--- src/rtl/watchdog_kicker.sv ---
// Kicks an external watchdog only when the supervised task has proven alive in the current period.
// kick is a registered pulse one cycle after the decision edge; there is no backpressure.
module watchdog_kicker #(
  parameter int LENGTH    = 5,
  parameter int COUNT     = 20,
  parameter int THRESHOLD = COUNT - 10,
  parameter int KICK_AT   = (THRESHOLD + COUNT) / 2
) (
  input  logic       clk,
  input  logic       reset_n,
  input  logic       enable,
  input  logic       heartbeat,
  input  logic       timeout,
  output logic       kick,
  output logic       missed,
  output logic [1:0] state,
  output logic [7:0] kick_cnt
);

  typedef enum logic [1:0] {
    IDLE    = 2'd0,
    ARMED   = 2'd1,
    STARVE  = 2'd2,
    TRIPPED = 2'd3
  } state_t;

  localparam bit PARAMS_OK = (COUNT < 2 ** LENGTH) && (THRESHOLD <= KICK_AT) &&
                             (KICK_AT < COUNT - 1);

  localparam logic [LENGTH-1:0] LATE_C = LENGTH'(COUNT - 1);
  localparam logic [LENGTH-1:0] KICK_C = LENGTH'(KICK_AT);

  if (!PARAMS_OK) begin : g_param_check
    $error("watchdog_kicker: inconsistent LENGTH/COUNT/THRESHOLD/KICK_AT");
  end

  state_t            st;
  logic [LENGTH-1:0] cnt;
  logic              hb_seen;
  logic              kick_go;

  // A same-cycle heartbeat counts, so a pulse landing exactly on LATE still earns a kick.
  assign kick_go = (cnt >= KICK_C) && (hb_seen || heartbeat);
  assign state   = st;

  always_ff @(posedge clk) begin
    if (!reset_n) begin
      st       <= IDLE;
      cnt      <= '0;
      hb_seen  <= 1'b0;
      kick     <= 1'b0;
      missed   <= 1'b0;
      kick_cnt <= 8'd0;
    end else begin
      kick <= 1'b0;
      if (st != IDLE && !enable) begin
        st      <= IDLE;
        cnt     <= '0;
        hb_seen <= 1'b0;
      end else begin
        case (st)
          IDLE: begin
            cnt     <= '0;
            hb_seen <= 1'b0;
            if (enable) begin
              st       <= ARMED;
              missed   <= 1'b0;
              kick_cnt <= 8'd0;
            end
          end
          ARMED: begin
            if (timeout) begin
              st     <= TRIPPED;
              missed <= 1'b1;
            end else if (kick_go) begin
              kick    <= 1'b1;
              cnt     <= '0;
              hb_seen <= 1'b0;
              if (kick_cnt != 8'hFF) kick_cnt <= kick_cnt + 8'd1;
            end else if (cnt == LATE_C) begin
              st     <= STARVE;
              missed <= 1'b1;
            end else begin
              cnt <= cnt + 1'b1;
              if (heartbeat) hb_seen <= 1'b1;
            end
          end
          STARVE: begin
            if (timeout) st <= TRIPPED;
          end
          TRIPPED: st <= TRIPPED;
          default: st <= IDLE;
        endcase
      end
    end
  end

endmodule

--- config.mk ---
export PLATFORM = sky130hd
export DESIGN_NAME = watchdog_kicker
export DESIGN_NICKNAME = d
export VERILOG_FILES = /design/src/rtl/watchdog_kicker.sv
export SDC_FILE = /design/constraint.sdc
export NUM_CORES = 1
export LEC_CHECK = 0
export CORE_UTILIZATION = 35
export DETAILED_ROUTE_END_ITERATION = 16
export GPL_TIMING_DRIVEN = 1
export RECOVER_POWER = 100
export SETUP_SLACK_MARGIN = 0.5
export SLEW_MARGIN = 20
export SYNTH_ARGS = -nofsm -noshare
export SYNTH_HDL_FRONTEND = slang
export SYNTH_SLANG_ARGS = --single-unit
--- constraint.sdc ---
create_clock -name clk -period 2.7 [get_ports clk]
set_clock_uncertainty 0.15 [all_clocks]
set_input_delay 0.81 -clock clk [delete_from_list [all_inputs] [get_ports clk]]
set_output_delay 0.81 -clock clk [all_outputs]
set_load 0.05 [all_outputs]
Word level (Yosys, flattened, before mapping)
Cells that the tools add are included.
- flip-flop bits (word level): 18
- bits in writable memories: 0
- memory bits (read-only): 0
- latch bits: 0
- memories: 0
- bitwise logic cells: 3
- equal/unequal tests: 14
- shift-type cells: 0
- multipliers: 0
- reduce and logical (&&, ||, !) cells: 14
- divide/modulo/power cells: 0
- $lt $le $gt $ge: 1
- multiplexer cells: 26
- $add $sub $neg: 2
- operators with widths (cell ; count):
    two-way mux 8 bit ; 4
    one-hot mux 8 bit (2 select lines) ; 1
    two-way mux 5 bit ; 3
    != test 3 bit, second input constant ; 4
    two-way mux 2 bit ; 5
    != test 2 bit, second input constant ; 5
    one-hot mux 5 bit (2 select lines) ; 1
    two-way mux 1 bit ; 9
    adder 8 x 1 -> 8 bit, second input constant ; 1
    != test 8 bit, second input constant ; 1
    one-hot mux 2 bit (4 select lines) ; 1
    AND reduction 4 bit ; 2
    AND reduction 6 bit ; 1
    adder 5 x 1 -> 5 bit, second input constant ; 1
    == test 5 bit, second input constant ; 1
    greater-or-equal comparator 5 x 4 -> 1 bit, second input constant ; 1
    AND reduction 5 bit ; 1
    == test 2 bit, second input constant ; 2
    one-hot mux 1 bit (2 select lines) ; 2
    nonzero test 2 bit ; 2
    OR reduction 4 bit ; 1
    NOT 1 bit ; 3
    AND reduction 3 bit ; 1
    == test 2 x 1 -> 1 bit, second input constant ; 1
    5 further kinds ; 6

Logic depth before layout (Yosys ltp)
Gate-level depths: netlist of the first run.
- word-level depth: 5
- gate-level depth with buffers: 8
- gate-level depth less buffers: 7

Worst setup path after synthesis of the first run
Ideal clock, no wire load.
- kind: input-to-reg
- from: input enable
- to: register kick_cnt[0]
- path buffers: 1
- cell stages on the path: 5
- arrival time: 1.788 ns
- required time: 2.473 ns
- library setup time: 0.077 ns
- path slack: 0.685 ns
- cell sequence: clkbuf_1 > nand2_1 > nor3_2 > or3b_1 > o22ai_1
- longest elaborated chain between the ends: 4
- RTL lines (item ; line ; text):
    start, declared ; 11 ; input logic enable,
    zero test 1 bit ; 56 ; if (st != IDLE && !enable) begin
    logical AND 1 bit ; 56 ;
    NOT 1 bit (no source line) ; -- ;
    AND reduction 6 bit (no source line) (*) ; -- ;
    end signal, assigned ; 79 ; if (kick_cnt != 8'hFF) kick_cnt <= kick_cnt + 8'd1;
    end, declared ; 17 ; output logic [7:0] kick_cnt
Every way passes the cells marked *; elsewhere a longest branch is shown, timed or not.
A chain may end at the register's enable or synchronous reset.

Worst setup path in the final report of the first run
- from: register st[1] (netlist: state[1])
- to: output state[1]
- RTL lines (item ; line ; text):
    start, declared ; 37 ; state_t st;
    start signal, assigned ; 48 ; st <= IDLE;
    start signal, assigned ; 57 ; st <= IDLE;
    start signal, assigned ; 66 ; st <= ARMED;
    end, declared ; 16 ; output logic [1:0] state,
No word-level cell between the ends.

==> summary.txt, run 1 <==
Finished Layout Cells: 173
Cells after Synth: 118
CTS Buf Count: 3
P_sw: 152 uW
H-tree depth: 1
setup TNS: 0 ps
Comb power frac: 16.9%
leading post-synthesis cells by cell area: dfxtp_1 (34%), a211oi_1 (3.5%), ha_1 (3.5%)
Worst-path clk slew: 110 ps
DP Wirelength: 1870 um
CTS Sinks: 18
gpl congestion: 0.826
largest net degree at the start of global routing: 14
post-DR wirelength/cell: 16.4 um
num rows: 19
clock share of power: 28.1%
Post-Synth Simple-Gate Area: 29.3%
Final Routed Wirelength: 2840 um
Worst Hold Class: register to register
unrepaired setup endpoints after global routing: true
first-pass GRT wire length: 4490 um
Worst path max stage delay: 560 ps
total track usage: 18.1%
most common cell in the netlist: dfxtp_1
Worst-Margin Slew: 779 ps
Reg area: 362 um^2
CP bufs+invs: 1
post-route minimum period: 2330 ps
Fill cells: 282
final hold vios: 0
cell area after synthesis: 0.00106 mm^2
Crit path required time: 1740 ps
most common library cells after synthesis: dfxtp_1 (18), nand2_1 (10), nand3_1 (7), a21oi_1 (6), nor2_1 (6)
# hold bufs at CTS: 0
post-layout util: 45.6%
dominant cell type by area after synthesis: dfxtp_1
Initial Utilization: 37.8%
Max VDD drop: 171 uV
die width: 57.0 um
max-cap violations: 0
Clock Tree Buf Depth: 2
most crowded layer after global routing: met2
grt ovf: 0
worst rel slew slack: 47.5%
pwr dens: 396 mW/mm^2
total number of vias: 992
met1 usage: 24.5%
Final Net Count: 152
vias in the first global route: 952
post-route cell area: 0.00128 mm^2
Crit-path slowest cell: dfxtp_1
number of synthesized register bits: 18
ANT cells: 0
DRT Pass-1 Iters: 4
max frequency: 0.428 GHz
YS warnings: 0
status: finished clean
Post-Synth Adder-Cell Area: 3.54%
ys async rst share: 0%
mux contribution to synthesized area: 0.945%
# placed instances: 165
post-synthesis sequential area ratio: 34.0%
Net Count, Synth: 126
sequential power share: 55.0%
Final Setup Violations: 0
period utilization: 86.5%
Synth top area share: 34.0%
Placed Area: 0.00125 mm^2
area of the multi-input gates: 676 um^2
total power draw: 507 uW
drt initial violations: 27
TritonCTS clock tree: yes
Synth Area in XOR/XNOR: 0%
design internal power: 354 uW
final slew viol count: 0
Clock Latency Late Sink: 300 ps
Post-synth EDFFs: 0
met2 usage: 28.4%
CP delay by family, top: flip-flops
met3 Use GR: 3.17%
Crit Path Class: register to output pin
initial antenna violation count: 0
Compound-Gate Fraction of Synth Area: 26.6%
vias per cell: 5.73
DR DRC count: 0
main combinational cell family by area after synthesis: simple AND/OR/NAND/NOR gates
critical path peak fanout: 8
Ports: 17
full die area: 0.00325 mm^2
Final ANT Viol Nets: 0
Net Sw Frac: 30.1%
Synth Flop Type: dfxtp_1
Crit path arrival time: 1370 ps
crit path cell chain: clkbuf_1
Critical Path Source Type: register
Core ar.: 0.00281 mm^2
CP Capture Type: output pin
syn avg cell area: 8.98 um^2
Cell variety after synth: 44
synth-to-layout area growth: 20.7%
Die H: 57.0 um
LEAKAGE: 0.466 nW
clock root buffer: clkbuf_4
IO Port Bufs: 16
proportion of layout cells with a drive suffix above 1: 17.6%
layout by cell type, fill, tap and decap left out, types with 6 or more instances in the layout:
master / instances
dfxtp_1: 17
clkbuf_1: 11
nand2_1: 8
nand3_1: 7
nor2_1: 6
o21ai_0: 6
buf_4: 6
what timing repair did:
item                                    in CTS  in global routing
cloned                                       0                  1
resized for setup                           34                 11
setup buffers                                2                  2
endpoints found under the setup margin      19                 11
pin swaps                                    2                  2
worst paths after layout:
path                                   from           to  slack (ps)  cells after the start
worst max-delay path               state[1]     state[1]         370                      1
worst min-delay path            kick_cnt[1]  kick_cnt[1]         380                      2
worst max register to register       cnt[0]  kick_cnt[2]         440                      8
worst min register to register  kick_cnt[1]  kick_cnt[1]         380                      2
power groups by stage:
stage	clock [mW]	combinational (mW)	sequential (mW)
after floorplan	0	0.0483	0.291
after global placement	0	0.0799	0.283
after detailed placement	0	0.0820	0.284
after CTS	0.145	0.0830	0.278
after global routing	0.157	0.0927	0.280
final	0.142	0.0859	0.279
through the flow:
stage	worst slack (ps)	hold WS, ps
2_1_floorplan	685	317
3_3_place_gp	133	343
3_5_place_dp	22.0	338
4_1_cts	315	359
5_1_grt	301	417
6_report	365	376
final cells by class:
class / count / area share (%)
tap: 31 / 3.03
sequential: 18 / 28.3
inverter: 5 / 1.47
clock buffer: 3 / 1.76
multi-input combinational: 91 / 52.8
timing repair buffer: 25 / 12.6
metal layers:
metal / vias to the layer above / routed length, um
met3: 3 / 71
met5: - / 0
li1: 508 / -
met1: 465 / 1410
met4: 0 / 30
met2: 16 / 1320
kinds of logic after synthesis:
| logic type | Yosys count |
|---|---|
| and+or+nand+nor | 49 |
| DFF | 18 |
| adders and majority gates | 3 |
| muxes | 1 |
| buffers and inverters | 10 |
| AOI/OAI and AO/OA | 37 |
state kept, by name (all words and copies together), names as in the netlist:
register,cells
kick_cnt,8
cnt,5
state,2
hb_seen,1
kick,1
missed,1
No activity file was read; power rests on OpenSTA's default activity.
==> run 2: changes to the inputs <==
--- a/config.mk
+++ b/config.mk
@@ -6,6 +6,7 @@
 export NUM_CORES = 1
 export LEC_CHECK = 0
 export CORE_UTILIZATION = 35
+export CTS_CLUSTER_SIZE = 25
 export DETAILED_ROUTE_END_ITERATION = 16
 export GPL_TIMING_DRIVEN = 1
 export RECOVER_POWER = 100
==> results of run 2 <==
No change in the layout: final DEF, timing and power equal those of run 1.
==> variant 1, RTL diff (flow settings as in run 2) <==
Put one more register stage on the output `state`. The value now appears one clock later. The other outputs are not delayed to match.
--- a/src/rtl/watchdog_kicker.sv
+++ b/src/rtl/watchdog_kicker.sv
@@ -41,7 +41,9 @@
 
   // A same-cycle heartbeat counts, so a pulse landing exactly on LATE still earns a kick.
   assign kick_go = (cnt >= KICK_C) && (hb_seen || heartbeat);
-  assign state   = st;
+  always_ff @(posedge clk) begin
+    state <= st;
+  end
 
   always_ff @(posedge clk) begin
     if (!reset_n) begin
Behaviour: not the same (Yosys sat finds a counterexample within 4 cycles, from zero or initial values and one cycle with reset_n low).
==> variant 1 against run 2 <==
  * Design area grew 6.1%
  * First-iteration DRC count rose by 44%
  * Area after synthesis up 7.2%
  * Count of clock-buffer cells in the layout unchanged
  * Worst setup slack gained 0.0087 ns
  * Sequential cell count up 2
  * Combinational power down 7.2%
  * Maximum frequency is 0.38% higher
  * Total power is 25% higher
  * Via count is 6.7% higher
  * Critical path depth up 6
  * Wire length down 6.1%
  * Synthesized cell count up 5.9%
==> variant 1: results (changes against run 2) <==
| Metric | Value |
|---|---|
| Setup WS pre-CTS | 0.220 ns (+0.198 ns) |
| DR WL/cell | 13.9 um (-15%) |
| Hold endpoint | state[1] |
| Arr. time, crit path | 2.41 ns (+1.04 ns) |
| Seq pwr | 304 uW (+9.0%) |
| Hpwl dp | 1890 um (+1.2%) |
| Final non-filler cell total | 191 (+10%) |
| Clk slew on worst S/H paths | 0.13 ns (+0.02 ns) |
| Overall Global Routing Usage | 17.5% (-0.60 points) |
| Crit Path Class | reg -> reg |
| Sequential fraction of the synthesis area | 35.2% (+1.2 points) |
| Crit path capture type | flop |
| CP max stage delay | 0.49 ns (-0.07 ns) |
| Final-layout fill cell count | 322 (+14%) |
| Post-cts resize count | 27 (-21%) |
| Largest net degree at the start of global routing | 13 (-1) |
| First-pass GRT wire length | 4490 um (-0.13%) |
| Placed Instance Area | 1330 um^2 (+5.9%) |
| Cells after Synth | 125 (+5.9%) |
| VDD IR-drop max | 225 uV (+32%) |
| Fin crit period | 2.33 ns (-0.00873 ns) |
| Most frequent cells after synthesis | dfxtp_1, nand4_1, a21oi_1, nand2_1 |
| Clock Power | 250 uW (+76%) |
| Worst R2R End | kick_cnt[6] |
| Hold Crit Depth | 0 (-2) |
| Setup slack, reg-to-reg | 0.37 ns (-0.07 ns) |
| Initial Util | 36.9% (-0.87 points) |
| Final hold slack | 0.316 ns (-0.0609 ns) |
| Worst-path fanout max | 11 (+3) |
| Cell-internal power | 479 uW (+35%) |
| Starting DRT DRC Count | 39 (+44%) |
| Largest registers | kick_cnt x8, cnt x5 |
| DR vias/cell | 5.54 (-3.4%) |
| Final instance area | 1360 um^2 (+6.1%) |
| Cell depth of the worst flop-to-flop path | 7 (-1) |
| Clock power frac | 39.4% (+11 points) |
| Crit-path slowest cell | or4b_4 |
| Crit path max-delay family | simple AND/OR/NAND/NOR gates |
| Placed cell count | 183 (+11%) |
| Vias in the first global route | 972 (+2.1%) |
| Most area-consuming cells after synthesis | dfxtp_1, nand4_1, nor3_2, a21oi_1, ha_1 |
| Post-CTS Setup Repair Bufs | 3 (+1) |
| GPL Wtd Cong | 0.795 (-3.7%) |
| Leakage power | 0.000489 uW (+4.9%) |
| Synth cell types | 39 (-11%) |
| Share of layout cells above drive strength 1 | 17.0% (-0.60 points) |
| Final nets | 156 (+2.6%) |
| Status | finished clean |
variant 1: changes by cell type in the layout (fill, tap and decap cells not counted), moves of 3 or more:
cell	change
nand4_1	+10
nor3_2	+5
a211oi_1	-4
a21oi_1	+3
a41o_1	+3
nor4_1	+3
o211ai_1	-3
o22ai_1	-3
variant 1: per-layer routing:
metal,vias to the layer above,routed length (um),GRT usage [%]
met4,0,38,7.82
met3,4,96,3.06
met2,26,1380,29.5
met1,512,1150,21.7
met5,-,0,0
li1,516,-,-
variant 1: logic make-up after synthesis:
logic type / count (synthesis) / synth area share (%)
buf+inv: 13 / 7.27
fa+ha+maj: 3 / 3.30
mux: 3 / 2.64
flops: 20 / 35.2
xor+xnor: 3 / 2.31
simple gates: 58 / 32.5
compound gates: 25 / 16.7
variant 1: area by class of cell:
type / count / area share [%]
inverters: 6 / 1.66
clock buffers: 3 / 1.66
multi-input cells: 92 / 48.2
repair buffers: 25 / 12.6
flip-flops and latches: 20 / 29.6
clock inverters: 1 / 2.21
well taps: 44 / 4.06
==> variant 2, RTL diff (flow settings as in run 2) <==
Made on the original files. Change the parameter `LENGTH` from 5 to 7.
--- a/src/rtl/watchdog_kicker.sv
+++ b/src/rtl/watchdog_kicker.sv
@@ -1,7 +1,7 @@
 // Kicks an external watchdog only when the supervised task has proven alive in the current period.
 // kick is a registered pulse one cycle after the decision edge; there is no backpressure.
 module watchdog_kicker #(
-  parameter int LENGTH    = 5,
+  parameter int LENGTH    = 7,
   parameter int COUNT     = 20,
   parameter int THRESHOLD = COUNT - 10,
   parameter int KICK_AT   = (THRESHOLD + COUNT) / 2
Function: no difference found for any inputs over 10 cycles, from zero or initial values and one cycle with reset_n low; that may be too few to reach the edited logic, so the function may still have changed.
==> variant 2 against run 2 <==
  * Total power increased by 4.0%
  * Sequential cell count increased by 2
  * Largest power group unchanged
  * Worst setup slack improved by 0.022 ns
  * Design area decreased by 9.8%
  * Die area decreased by 10%
  * Maximum frequency increased by 0.94%
  * Wire length decreased by 31%
  * Register-to-register slack improved by 0.17 ns
  * Critical path type unchanged
  * Area after synthesis decreased by 11%
==> variant 2: results (changes against run 2) <==
| Metric | Value |
|---|---|
| Status | finished clean |
| Final WL | 1970 um (-31%) |
| Most area-consuming cells after synthesis | dfxtp_1, nor2_1, xor2_1, a21oi_1, nand4_1 |
| Placed Instance Area | 1190 um^2 (-5.4%) |
| Cell depth of the worst flop-to-flop path | 7 (-1) |
| Met3 Resource Use GR | 3.95% (+0.78 points) |
| Hold endpoint | missed |
| Final nets | 143 (-5.9%) |
| Ant diodes | 0 (unchanged) |
| Worst R2R End | cnt[6] |
| Leakage power | 0.000421 uW (-9.6%) |
| Setup slack, reg-to-reg | 0.61 ns (+0.17 ns) |
| Worst Hold Class | reg -> reg |
| Top_reg_cell synth | dfxtp_1 |
| Share of layout cells above drive strength 1 | 12.6% (-5.0 points) |
| Pre-antenna DRT Iters | 4 (unchanged) |
| Largest net degree at the start of global routing | 12 (-2) |
| Synth cell types | 31 (-30%) |
| Final-layout fill cell count | 288 (+2.1%) |
| Hpwl dp | 1480 um (-21%) |
| Sequential fraction of the synthesis area | 42.3% (+8.3 points) |
| Hold path startpoint | missed |
| Clk slew on worst S/H paths | 0.11 ns (about the same) |
| Synth warn | 0 (unchanged) |
| Reg-to-reg startpoint | cnt[0] |
| Clk root buf | clkbuf_4 |
| Vias in the first global route | 734 (-23%) |
| Slew headroom | 60.2% (+13 points) |
| M1 GR Usage | 23.3% (-1.2 points) |
| Worst-path fanout max | 9 (+1) |
| Initial antenna violation count | 0 (unchanged) |
| Crit-path slowest cell | dfxtp_1 |
| # H-tree levels | 1 (unchanged) |
| Starting DRT DRC Count | 12 (-56%) |
| DR vias/cell | 5.30 (-7.5%) |
| Synth Net Count | 119 (-5.6%) |
| CP max stage delay | between 0.5 and 0.6 ns |
| First-pass GRT wire length | 3340 um (-26%) |
| Most frequent cells after synthesis | dfxtp_1, nor2_1, a21oi_1 |
| Overall Global Routing Usage | 15.8% (-2.2 points) |
| VDD IR-drop max | 321 uV (+88%) |
| Arr. time, crit path | 1.35 ns (-0.02 ns) |
| Met2 Use GR | 22.2% (-6.2 points) |
| GPL Wtd Cong | 0.664 (-20%) |
[variant 2: cell types whose count changed in the layout (fill, tap and decap cells not counted), sizes merged, moves of 5 or more]
| cell | run 2 | this run |
|---|---|---|
| xor2 | 0 | 6 |
| nand4 | 2 | 7 |
| a211oi | 5 | 0 |
| nor2 | 6 | 15 |
[variant 2: per-layer routing]
metal | routed length, um | share of wire (%) | vias up
met4 | 13 | 0.66 | 0
met2 | 827 | 42 | 16
met1 | 1030 | 52 | 403
met5 | 0 | 0 | -
met3 | 99 | 5.0 | 2
li1 | - | - | 454
[variant 2: how the worst max path moves through the flow]
| stage | end | cells past startpoint | slack [ns] | startpoint |
|---|---|---|---|---|
| floorplan | kick_cnt[7] | 5 | 0.51 | timeout |
| global placement | kick_cnt[6] | 7 | -0.01 | heartbeat |
| detailed placement | kick_cnt[6] | 7 | -0.02 | heartbeat |
| CTS | state[1] | 1 | 0.31 | state[1] |
| global route | state[1] | 1 | 0.29 | state[1] |
| finish | state[1] | 1 | 0.39 | state[1] |
[variant 2: stage by stage]
step	total power (uW)	setup TNS (ns)	hold slack, ns	instances	setup slack (ns)
after floorplan	344	0	0.287	112	0.513
after global placement	369	-0.0314	0.304	161	-0.0145
after detailed placement	369	-0.0350	0.312	161	-0.0204
after CTS	537	0	0.343	165	0.311
after global routing	555	0	0.368	165	0.294
final	527	0	0.328	165	0.387
[variant 2: repair_timing]
item                                   4_1_cts  5_1_grt
setup endpoints to repair                   21       11
resized for setup                           26       12
hold buffers                                 0        0
setup buffers                                0        0
endpoints found under the hold margin        0        0
pin swaps                                    2        1
[variant 2: area by class of cell]
cell class,count,area (um^2),area share [%]
inverters,4,15.0,1.30
well taps,30,37.5,3.25
clock buffers,4,36.3,3.15
flip-flops and latches,20,404,35.0
repair buffers,23,133,11.5
multi-input cells,84,528,45.8
[variant 2: report_power, final]
| part | internal (uW) | switching (uW) |
|---|---|---|
| combinational | 18.6 | 33.3 |
| sequential | 299 | 4.87 |
| clock | 82.0 | 89.5 |
| total | 400 | 128 |
[variant 2: cell families after synthesis]
group	share of synthesized area, %
AO/OA/AOI/OAI	17.1
XOR/XNOR	6.48
adder cells (fa/ha/maj)	2.65
buffers and inverters	3.31
AND/OR/NAND/NOR	27.1
multiplexers	1.06
flip-flops	42.3
